[src/rtl/tone_detector_pkg.sv]
// Shared audio definitions: sample/period widths and the period-measurement FSM states.
package tone_detector_pkg;

  localparam int SAMPLE_W = 8;
  localparam int PERIOD_W = 16;

  typedef enum logic {
    SEEK    = 1'b0,
    MEASURE = 1'b1
  } td_state_e;

endpackage

[src/rtl/tone_detector_zero_cross.sv]
// Hysteresis polarity tracker; flags the step on which the signal turns from low to high.
module zero_cross_detector
  import tone_detector_pkg::*;
#(
  parameter int HYST = 4
) (
  input  logic                       clk_in,
  input  logic                       rst_in,
  input  logic                       step_in,
  input  logic signed [SAMPLE_W-1:0] amp_in,
  output logic                       rx_out
);

  localparam logic signed [SAMPLE_W-1:0] HI_TH = SAMPLE_W'(HYST);
  localparam logic signed [SAMPLE_W-1:0] LO_TH = SAMPLE_W'(-HYST);

  logic r_pol;
  logic w_pol_nxt;

  always_comb begin
    w_pol_nxt = r_pol;
    if (step_in) begin
      if (amp_in >= HI_TH) begin
        w_pol_nxt = 1'b1;
      end else if (amp_in <= LO_TH) begin
        w_pol_nxt = 1'b0;
      end
    end
  end

  // Polarity resets high so the first rising edge requires a prior excursion low.
  always_ff @(posedge clk_in) begin
    if (rst_in) begin
      r_pol <= 1'b1;
    end else begin
      r_pol <= w_pol_nxt;
    end
  end

  assign rx_out = ~r_pol & w_pol_nxt;

endmodule

[src/rtl/tone_detector.sv]
// Measures the fundamental period of a signed sample stream, averaged over 2^AVG_LOG2 periods.
module tone_detector
  import tone_detector_pkg::*;
#(
  parameter int HYST       = 4,
  parameter int AVG_LOG2   = 2,
  parameter int MAX_PERIOD = 16'hFFFF
) (
  input  logic                       clk_in,
  input  logic                       rst_in,
  input  logic                       step_in,
  input  logic signed [SAMPLE_W-1:0] amp_in,
  output logic        [PERIOD_W-1:0] period_out,
  output logic                       valid_out,
  output logic                       lock_out
);

  localparam int                  SUM_W     = PERIOD_W + AVG_LOG2;
  localparam logic [PERIOD_W-1:0] CNT_LAST  = PERIOD_W'(MAX_PERIOD - 1);
  localparam logic [AVG_LOG2-1:0] NPER_LAST = '1;

  td_state_e            r_state, w_state_nxt;
  logic [PERIOD_W-1:0]  r_cnt, w_cnt_nxt;
  logic [SUM_W-1:0]     r_sum, w_sum_nxt;
  logic [AVG_LOG2-1:0]  r_nper, w_nper_nxt;
  logic [PERIOD_W-1:0]  r_period, w_period_nxt;
  logic                 r_valid, w_valid_nxt;
  logic                 r_lock, w_lock_nxt;
  logic                 w_rx;
  logic [SUM_W-1:0]     w_sum_add;

  zero_cross_detector #(
    .HYST(HYST)
  ) u_zcd (
    .clk_in (clk_in),
    .rst_in (rst_in),
    .step_in(step_in),
    .amp_in (amp_in),
    .rx_out (w_rx)
  );

  // The crossing step itself closes the current period, hence the +1.
  assign w_sum_add = r_sum + SUM_W'(r_cnt) + SUM_W'(1);

  always_comb begin
    w_state_nxt  = r_state;
    w_cnt_nxt    = r_cnt;
    w_sum_nxt    = r_sum;
    w_nper_nxt   = r_nper;
    w_period_nxt = r_period;
    w_valid_nxt  = 1'b0;
    w_lock_nxt   = r_lock;
    if (step_in) begin
      case (r_state)
        SEEK: begin
          if (w_rx) begin
            w_state_nxt = MEASURE;
            w_cnt_nxt   = '0;
            w_sum_nxt   = '0;
            w_nper_nxt  = '0;
          end
        end
        MEASURE: begin
          if (w_rx) begin
            w_cnt_nxt = '0;
            if (r_nper == NPER_LAST) begin
              w_period_nxt = w_sum_add[AVG_LOG2 +: PERIOD_W];
              w_valid_nxt  = 1'b1;
              w_lock_nxt   = 1'b1;
              w_sum_nxt    = '0;
              w_nper_nxt   = '0;
            end else begin
              w_sum_nxt  = w_sum_add;
              w_nper_nxt = r_nper + 1'b1;
            end
          end else if (r_cnt == CNT_LAST) begin
            // No crossing for MAX_PERIOD samples: tone lost, start over.
            w_state_nxt = SEEK;
            w_lock_nxt  = 1'b0;
            w_cnt_nxt   = '0;
            w_sum_nxt   = '0;
            w_nper_nxt  = '0;
          end else begin
            w_cnt_nxt = r_cnt + PERIOD_W'(1);
          end
        end
        default: begin
          w_state_nxt = SEEK;
        end
      endcase
    end
  end

  always_ff @(posedge clk_in) begin
    if (rst_in) begin
      r_state  <= SEEK;
      r_cnt    <= '0;
      r_sum    <= '0;
      r_nper   <= '0;
      r_period <= '0;
      r_valid  <= 1'b0;
      r_lock   <= 1'b0;
    end else begin
      r_state  <= w_state_nxt;
      r_cnt    <= w_cnt_nxt;
      r_sum    <= w_sum_nxt;
      r_nper   <= w_nper_nxt;
      r_period <= w_period_nxt;
      r_valid  <= w_valid_nxt;
      r_lock   <= w_lock_nxt;
    end
  end

  assign period_out = r_period;
  assign valid_out  = r_valid;
  assign lock_out   = r_lock;

endmodule

[config.mk]
export PLATFORM = sky130hd
export DESIGN_NAME = tone_detector
export DESIGN_NICKNAME = d
export VERILOG_FILES = /design/src/rtl/tone_detector_pkg.sv /design/src/rtl/tone_detector_zero_cross.sv /design/src/rtl/tone_detector.sv
export SDC_FILE = /design/constraint.sdc
export NUM_CORES = 1
export LEC_CHECK = 0
export CAP_MARGIN = 5
export CORE_ASPECT_RATIO = 2
export CORE_MARGIN = 3
export CORE_UTILIZATION = 50
export DETAILED_ROUTE_END_ITERATION = 16
export PLACE_DENSITY = 0.7
export SYNTH_ARGS = -nofsm -noshare
export SYNTH_HDL_FRONTEND = slang
export SYNTH_HIERARCHICAL = 1
export SYNTH_SLANG_ARGS = --single-unit
[constraint.sdc]
create_clock -name clk_in -period 2.65 [get_ports clk_in]
set_input_delay 0.3975 -clock clk_in [delete_from_list [all_inputs] [get_ports clk_in]]
set_output_delay 0.3975 -clock clk_in [all_outputs]
set_load 0.01 [all_outputs]
==> impl_metrics.py, run 1 <==
metrics = {
    "finish": {
        "n_antenna_cell": 0,
        "area_delta_synth_final_pct": 19.6,
        "drive_gt1_share_pct": 8.88,
        "num-fill-cells": 495,
        "fin_nets": 424,
    },
    "hold_path": {
        "hp-class": "reg2reg",
        "hold_depth": 2,
        "min_to": "period_out[13]$_SDFFE_PP0P_",
        "min-delay-start": "period_out[13]$_SDFFE_PP0P_",
    },
    "synthesis": {
        "synth-seq-cells": 56,
        "synth_top_area_share_pct": 37.9,
        "yosys-top-cells-count": "56 x dfxtp_1, 46 x nand2_1, 40 x nor2_1",
        "synth_edf_count": 0,
        "synth_top_area_cell": "dfxtp_1",
        "synth.area.mux_share_pct": 0,
        "synthArstFlopShare_pct": 0,
        "synth.distinct_cells": 47,
        "yosysSeqAreaShare_pct": 37.9,
        "netlist_area_um2": 2960,
        "avgSynthCellArea_um2": 8.38,
        "synth_top_family_by_area": "compound AO/OA/AOI/OAI gates",
        "synth_compound_area_share_pct": 21.5,
        "synth_warnings": 6,
        "yosysMostFrequentCell": "dfxtp_1",
        "synth_xor_area_share_pct": 7.70,
        "synth_ff_type": "dfxtp_1",
        "synth_adder_area_share_pct": 8.72,
        "synth_area_leaders": "dfxtp_1 38%, ha_1 8.0%, nand2_1 5.8%",
        "syn_nets": 384,
        "synth_simple_gate_area_share_pct": 21.1,
        "synth_cells": 353,
    },
    "placed_design": {
        "port_buffers": 28,
        "hpwlAfterDp_mm": 5.49,
        "place.gp.congestion": 0.915,
        "post-place-ws_ns": 0.0753,
    },
    "timing": {
        "clock.fmax_mhz": 408,
        "worstMarginPinSlew_ns": 0.477,
        "period_minus_slack_ns": 2.45,
        "finalHoldViolations": 0,
        "relSlewSlack_pct": 67.9,
        "clock_skew_ns": 0.00630,
        "drv_slew": 0,
        "final-setup-viol-count": 0,
        "fin_setup_tns_ns": 0,
        "rsz0062_at_grt": "false",
        "fin_ws_ns": 0.197,
        "finalCritPeriodShare_pct": 92.5,
    },
    "clocking": {
        "cts_buffers": 5,
        "clkTransAtPathRegs_ns": 0.07,
        "clockBufferDepth": 2,
        "htree_levels": 2,
        "postCtsResizedCells": 0,
        "clk_latency_ns": 0.30,
        "numClockSinks": 56,
        "hold_buffers": 0,
        "root_buffer": "clkbuf_16",
        "postCtsSetupBuffers": 0,
        "cts_tree": "yes",
    },
    "floorplanning": {
        "ios": 29,
        "fp.dieArea_um2": 6930,
        "chipHeight_um": 115,
        "initial_utilization_pct": 51.8,
        "rows": 39,
        "core_um2": 5710,
        "fp.dieW_um": 60.4,
    },
    "worst_setup_path": {
        "rrSetupSlack_ns": 0.20,
        "reg2reg_from": "r_cnt[0]$_SDFFE_PP0P_",
        "start_kind": "register",
        "slowest_delay_ns": 0.40,
        "critical_path_class": "reg2reg",
        "reg2regPathDepth": 11,
        "critPathMaxFanout": 3,
        "endpoint_kind": "register",
        "crit_chain": "inv_1 -> ha_1 -> inv_1 -> fa_1 -> a211oi_2 -> o211ai_1 -> a31oi_1 -> buf_4 -> a31oi_1 -> xnor2_1 -> a211oi_1",
        "cp.arrival_ns": 2.67,
        "cp_slowest_cell": "fa_1",
        "reg2reg_to": "period_out[14]$_SDFFE_PP0P_",
        "required_ns": 2.87,
    },
    "power_and_ir_drop": {
        "power.density_nw_per_um2": 445,
        "p_leak_nw": 1.39,
        "ir_worst_vdd_mv": 0.512,
    },
    "flow_run": {
        "drv_cap": 0,
    },
    "detailed_routing": {
        "ant_nets": 0,
        "vias": 2640,
        "dr.first_iter.drc_count": 52,
        "vias_per_cell": 5.80,
        "routedWlPerCell_um": 15.9,
        "wirelength_mm": 7.23,
        "dr.pass1.iters": 4,
        "drc": 0,
    },
    "grt": {
        "grt_max_degree": 21,
        "first_global_vias": 2643,
        "grt-ovfl-total": 0,
        "track_usage_pct": 23.3,
        "grt_pass1_wl_mm": 12.2,
        "antenna_found_initial": 0,
    },
    "status": {
        "status": "completed",
    },
}
layer usage:
| metal | part of all wire (%) | track usage (%) |
|---|---|---|
| met1 | 40 | 26.0 |
| met2 | 55 | 41.3 |
| met3 | 2.6 | 4.27 |
| met4 | 2.3 | 10.1 |
| met5 | 0 | 0 |
metrics by stage:
step	cell area (um^2)	util (%)	instances	power (mW)	hold WS [ns]
2_1_floorplan	2960	-	353	0.892	0.428
3_3_place_gp	3380	59.2	447	0.916	0.442
3_5_place_dp	3380	59.2	447	0.916	0.449
4_1_cts	3530	61.8	455	1.59	0.459
5_1_grt	3540	61.9	455	1.62	0.479
6_report	3540	61.9	455	1.57	0.456
power breakdown:
part / internal (mW) / leakage (nW) / switching (mW)
registers: 0.842 / 0.451 / 0.00220
clock network: 0.374 / 0.0766 / 0.303
logic: 0.0239 / 0.864 / 0.0281
total: 1.24 / 1.39 / 0.333
critical path: cells and delay by family, from the launching register on:
kind,cells,cell delay (ns)
AO/OA/AOI/OAI,5,1.00
XOR/XNOR,1,0.17
adder cells (fa/ha/maj),2,0.58
buffers and inverters,3,0.31
flip-flops,1,0.31
cell families (layout without fill, tap and decap cells):
logic type,count (synthesis),in the layout
xor+xnor,26,26
flops,56,56
buf+inv,20,61
fa+ha+maj,20,20
compound gates,99,99
simple gates,132,132
placed cells by master, fill, tap and decap left out, types with 2 or more instances in the layout:
cell type / count
buf_4: 18
or3_1: 2
nand3_1: 12
a31oi_1: 5
ha_1: 19
a211oi_1: 7
nor2_1: 40
clkinv_2: 2
nand4_1: 6
inv_1: 7
nand2b_1: 2
clkdlybuf4s50_1: 28
o211ai_1: 3
o21ai_0: 18
a311oi_1: 2
nand2_1: 46
a22o_1: 12
clkbuf_16: 5
nor3_1: 6
xnor2_1: 14
xor2_1: 12
a21oi_1: 31
o21a_1: 4
and4_1: 3
a21o_1: 7
nor3b_1: 2
dfxtp_1: 56
nor2b_1: 3
flip-flops by register name (all words and copies together) (netlist names):
register,cells
lock_out,1
period_out,16
r_cnt,16
r_nper,2
r_state,1
r_sum,18
u_zcd/r_pol,1
valid_out,1
how the worst max path moves through the flow:
stage                                startpoint                           to  slack (ns)  cells after the start
final                     r_cnt[0]$_SDFFE_PP0P_  period_out[14]$_SDFFE_PP0P_        0.20                     11
after global routing      r_cnt[0]$_SDFFE_PP0P_  period_out[14]$_SDFFE_PP0P_        0.04                     11
after global placement                amp_in[3]        r_cnt[8]$_SDFFE_PP0P_        0.08                     11
after CTS                 r_cnt[0]$_SDFFE_PP0P_  period_out[14]$_SDFFE_PP0P_        0.09                     11
after detailed placement              amp_in[3]        r_cnt[8]$_SDFFE_PP0P_        0.08                     11
after floorplan           r_cnt[0]$_SDFFE_PP0P_  period_out[14]$_SDFFE_PP0P_        0.37                     10
area by class of cell:
type / instances / area [um^2] / share of cell area, %
multi-input cells: 277 / 1750 / 49.4
flip-flops and latches: 56 / 1120 / 31.7
repair buffers: 46 / 415 / 11.7
clock buffers: 6 / 139 / 3.93
well taps: 61 / 76.3 / 2.16
inverters: 7 / 26.3 / 0.743
clock inverters: 2 / 10.0 / 0.283
Power figures use the tool's default switching activity.
==> inputs of run 2 (changes only) <==
--- a/config.mk
+++ b/config.mk
@@ -12,4 +12,5 @@
 export DETAILED_ROUTE_END_ITERATION = 16
 export PLACE_DENSITY = 0.7
+export SLEW_MARGIN = 15
 export SYNTH_ARGS = -nofsm -noshare
 export SYNTH_HDL_FRONTEND = slang
==> constraint.sdc (replaced) <==
create_clock -name clk_in -period 2.65 [get_ports clk_in]
set_input_delay 0.3975 -clock clk_in [delete_from_list [all_inputs] [get_ports clk_in]]
set_output_delay 0.3975 -clock clk_in [all_outputs]
set_load 0.1 [all_outputs]
==> impl_metrics.py, run 2 (synthesis results as in run 1) <==
metrics = {
    "timing": {
        "finalCritPeriodShare_pct": 90.7,
        "worstMarginPinSlew_ns": 0.435,
        "relSlewSlack_pct": 70.7,
        "clock_skew_ns": 0.0101,
        "clock.fmax_mhz": 416,
        "finalHoldViolations": 0,
        "drv_slew": 0,
        "rsz0062_at_grt": "false",
        "period_minus_slack_ns": 2.40,
        "final-setup-viol-count": 0,
        "fin_setup_tns_ns": 0,
    },
    "worst_setup_path": {
        "crit_chain": "inv_1 -> ha_1 -> inv_1 -> fa_2 -> a211oi_2 -> o211ai_1 -> a31oi_1 -> buf_4 -> o21ai_0 -> xor2_1 -> a22o_1",
        "cp_common_cell": "inv_1",
        "cp_slowest_cell": "fa_2",
        "cp.arrival_ns": 2.60,
        "endpoint_kind": "register",
        "slowest_delay_ns": 0.34,
        "required_ns": 2.84,
        "critical_path_class": "reg2reg",
        "start_kind": "register",
        "critPathMaxFanout": 3,
    },
    "finish": {
        "n_antenna_cell": 0,
        "mostFrequentLayoutCell": "dfxtp_1",
        "largest_reg_flops": 18,
        "fin_nets": 425,
        "drive_gt1_share_pct": 13.9,
        "largest_register": "r_sum",
        "stdcell_count": 456,
        "num-fill-cells": 522,
        "layout_common_cells": "56 x dfxtp_1, 46 x nand2_1, 40 x nor2_1",
        "area_delta_synth_final_pct": 19.1,
    },
    "flow_run": {
        "drv_cap": 0,
    },
    "clocking": {
        "clkTransAtPathRegs_ns": 0.07,
        "htree_levels": 2,
        "cts_tree": "yes",
        "numClockSinks": 56,
        "cts_buffers": 5,
        "clk_latency_ns": 0.30,
        "hold_buffers": 0,
        "root_buffer": "clkbuf_16",
        "clockBufferDepth": 2,
    },
    "placed_design": {
        "placedCellCount": 447,
        "hpwlAfterDp_mm": 5.44,
        "place.gp.congestion": 0.916,
        "port_buffers": 28,
    },
    "power_and_ir_drop": {
        "power.density_nw_per_um2": 467,
        "ir_worst_vdd_mv": 0.561,
        "p_leak_nw": 1.44,
    },
    "floorplanning": {
        "chipHeight_um": 115,
        "ios": 29,
        "rows": 39,
        "initial_utilization_pct": 51.8,
        "fp.dieW_um": 60.4,
        "core_um2": 5710,
        "fp.dieArea_um2": 6930,
    },
    "grt": {
        "antenna_found_initial": 0,
        "grt-ovfl-total": 0,
        "track_usage_pct": 22.7,
        "first_global_vias": 2670,
        "grt_max_degree": 21,
        "grt_pass1_wl_mm": 12.0,
    },
    "detailed_routing": {
        "highest-signal-layer": "met4",
        "met1_length_mm": 2.84,
        "drc": 0,
        "dr.pass1.iters": 6,
        "ant_nets": 0,
        "vias": 2682,
        "wl_met2_mm": 3.98,
        "vias_per_cell": 5.88,
        "wirelength_mm": 7.23,
        "dr.first_iter.drc_count": 115,
        "dr_wl_met3_um": 226,
        "routedWlPerCell_um": 15.9,
    },
    "status": {
        "status": "completed",
    },
    "hold_path": {
        "hp-class": "reg2reg",
    },
}
-- run 2: worst max-delay path: cells and delay by family (launching register included) --
family | cells | cell delay, ns
compound gates | 5 | 0.95
buf+inv | 3 | 0.30
fa+ha+maj | 2 | 0.53
xor+xnor | 1 | 0.21
flops | 1 | 0.32
-- run 2: worst paths after layout --
| path | from | slack, ns | end | cells past startpoint |
|---|---|---|---|---|
| setup reg to reg | r_cnt[0]$_SDFFE_PP0P_ | 0.25 | r_sum[14]$_SDFFE_PP0P_ | 11 |
| hold reg to reg | period_out[5]$_SDFFE_PP0P_ | 0.46 | period_out[5]$_SDFFE_PP0P_ | 2 |
| setup / recovery | r_cnt[0]$_SDFFE_PP0P_ | 0.25 | r_sum[14]$_SDFFE_PP0P_ | 11 |
| hold / removal | period_out[5]$_SDFFE_PP0P_ | 0.46 | period_out[5]$_SDFFE_PP0P_ | 2 |
-- run 2: area by class of cell --
class	instances	area [um^2]	share of cell area, %
multi-input combinational	277	1760	49.9
sequential	56	1120	31.8
timing repair buffer	47	378	10.7
clock buffer	6	129	3.66
tap	61	76.3	2.17
clock inverter	2	35.0	0.995
inverter	7	26.3	0.746
-- run 2: through the flow --
stage / setup slack (ns) / total power [mW] / instance area (um^2) / util [%] / hold slack [ns]
after floorplan: 0.366 / 0.892 / 2960 / - / 0.428
after global placement: 0.0854 / 0.916 / 3340 / 58.4 / 0.441
after detailed placement: 0.0770 / 0.916 / 3340 / 58.4 / 0.451
after CTS: 0.0636 / 1.66 / 3500 / 61.3 / 0.461
after global routing: 0.0474 / 1.68 / 3520 / 61.7 / 0.489
final: 0.246 / 1.64 / 3520 / 61.7 / 0.456
-- run 2: power by group --
part | internal (mW) | total (mW) | switching, mW
Sequential | 0.842 | 0.845 | 0.00222
Clock | 0.445 | 0.747 | 0.302
Combinational | 0.0240 | 0.0519 | 0.0279
-- run 2: metal layers --
metal  vias up  GRT usage [%]
li1       1339              -
met1      1265           25.1
met2        60           40.4
met3        18           4.27
met4         0           9.62
met5         -              0
-- run 2: what timing repair did --
item / in CTS / in global routing
gates resized for setup: 0 / 3
buffers inserted: 0 / 1
endpoints found under the setup margin: 0 / 4
==> inputs of run 3 (changes only) <==
CORE_UTILIZATION = 47   (was 50)
PLACE_DENSITY = 0.67   (was 0.7)
==> impl_metrics.py, run 3 (synthesis results as in run 1) <==
metrics = {
    "worst_setup_path": {
        "start_kind": "register",
        "rrSetupSlack_ns": 0.28,
        "worstSetupPathDepth": 8,
        "crit_chain": "ha_1 -> nor2b_1 -> o2111ai_1 -> nand3_1 -> nand2_1 -> o21ai_0 -> nor4b_1 -> a211o_1",
        "critical_path_class": "reg2reg",
        "cp_slowest_cell": "dfxtp_1",
        "critPathBufInv": 0,
        "endpoint_kind": "register",
        "critPathMaxFanout": 8,
        "reg2regPathDepth": 8,
        "cp.arrival_ns": 2.61,
        "critPathTopFamily": "simple AND/OR/NAND/NOR gates",
        "required_ns": 2.89,
        "slowest_delay_ns": 0.51,
    },
    "flow_run": {
        "drv_cap": 0,
    },
    "finish": {
        "fin_util_pct": 57.5,
        "final_area_um2": 3480,
        "n_antenna_cell": 0,
        "largest_reg_flops": 18,
        "mostFrequentLayoutCell": "dfxtp_1",
        "drive_gt1_share_pct": 12.6,
        "layout_common_cells": "56 x dfxtp_1, 46 x nand2_1, 40 x nor2_1",
        "stdcell_count": 473,
        "fin_nets": 420,
        "largest_register": "r_sum",
        "area_delta_synth_final_pct": 17.9,
        "num-fill-cells": 575,
    },
    "status": {
        "status": "completed",
    },
    "grt": {
        "grt_max_degree": 21,
        "first_global_vias": 2515,
        "track_usage_pct": 21.2,
        "grt_pass1_wl_mm": 11.7,
        "antenna_found_initial": 0,
        "grt-ovfl-total": 0,
    },
    "clocking": {
        "cts_buffers": 5,
        "clockBufferDepth": 2,
        "htree_levels": 2,
        "numClockSinks": 56,
        "root_buffer": "clkbuf_16",
        "cts_tree": "yes",
        "hold_buffers": 0,
        "clk_latency_ns": 0.29,
        "clkTransAtPathRegs_ns": 0.07,
    },
    "detailed_routing": {
        "vias_per_cell": 5.43,
        "highest-signal-layer": "met4",
        "dr_wl_met3_um": 221,
        "wirelength_mm": 7.19,
        "wl_met2_mm": 3.99,
        "dr.first_iter.drc_count": 78,
        "drc": 0,
        "ant_nets": 0,
        "routedWlPerCell_um": 15.2,
        "dr.pass1.iters": 4,
        "met1_length_mm": 2.75,
        "vias": 2570,
    },
    "timing": {
        "finalHoldViolations": 0,
        "period_minus_slack_ns": 2.37,
        "rsz0062_at_grt": "false",
        "fin_setup_tns_ns": 0,
        "clock.fmax_mhz": 421,
        "drv_slew": 0,
        "worstMarginPinSlew_ns": 0.450,
        "final-setup-viol-count": 0,
        "relSlewSlack_pct": 69.9,
        "finalCritPeriodShare_pct": 89.6,
        "clock_skew_ns": 0.00473,
    },
    "placed_design": {
        "hpwlAfterDp_mm": 5.50,
        "port_buffers": 28,
        "place.gp.congestion": 0.870,
        "placed_area_um2": 3340,
        "placedCellCount": 466,
    },
    "floorplanning": {
        "fp.dieArea_um2": 7340,
        "initial_utilization_pct": 48.8,
        "fp.dieW_um": 62.1,
        "core_um2": 6060,
        "ios": 29,
        "chipHeight_um": 118,
        "rows": 40,
    },
    "power_and_ir_drop": {
        "power.density_nw_per_um2": 441,
        "p_leak_nw": 1.40,
        "ir_worst_vdd_mv": 0.315,
    },
    "hold_path": {
        "hold_depth": 2,
        "hp-class": "reg2reg",
    },
}
run 3: per-layer routing:
layer | vias to the layer above | track usage [%]
li1 | 1334 | -
met1 | 1171 | 22.8
met2 | 48 | 37.7
met3 | 17 | 3.39
met4 | 0 | 9.03
met5 | - | 0
run 3: final timing paths:
path / start / to
worst max-delay path: r_cnt[1]$_SDFFE_PP0P_ / period_out[11]$_SDFFE_PP0P_
worst min-delay path: period_out[5]$_SDFFE_PP0P_ / period_out[5]$_SDFFE_PP0P_
worst max register to register: r_cnt[1]$_SDFFE_PP0P_ / period_out[11]$_SDFFE_PP0P_
worst min register to register: period_out[5]$_SDFFE_PP0P_ / period_out[5]$_SDFFE_PP0P_
run 3: repair_timing:
action | 4_1_cts | 5_1_grt
buffers inserted | 0 | 0
gates resized for setup | 0 | 2
endpoints found under the hold margin | 0 | 0
endpoints found under the setup margin | 0 | 4
run 3: area by class of cell:
class,count,area (um^2),share of cell area [%]
Clock buffer,5,125,3.59
Sequential cell,56,1120,32.2
Inverter,7,26.3,0.754
Tap cell,84,105,3.02
Timing Repair Buffer,42,340,9.77
Multi-Input combinational cell,277,1750,50.3
Clock inverter,2,12.5,0.359
run 3: through the flow:
| stage | hold slack (ns) | power (mW) | setup WS (ns) |
|---|---|---|---|
| after floorplan | 0.428 | 0.892 | 0.366 |
| after global placement | 0.443 | 0.914 | 0.112 |
| after detailed placement | 0.450 | 0.915 | 0.0639 |
| after CTS | 0.460 | 1.55 | 0.152 |
| after global routing | 0.478 | 1.59 | 0.0807 |
| final | 0.457 | 1.54 | 0.277 |
run 3: power by group:
group | switching [mW] | leakage [nW] | total, mW | internal, mW
combinational | 0.0270 | 0.882 | 0.0502 | 0.0231
sequential | 0.00220 | 0.451 | 0.845 | 0.842
clock | 0.299 | 0.0657 | 0.643 | 0.344
total | 0.328 | 1.40 | 1.54 | 1.21
run 3: worst register-to-register path, delay by kind of cell (launching register included):
family	cells	cell delay [ns]
AOI/OAI and AO/OA	3	0.68
and+or+nand+nor	4	0.85
DFF	1	0.51
adders and majority gates	1	0.29
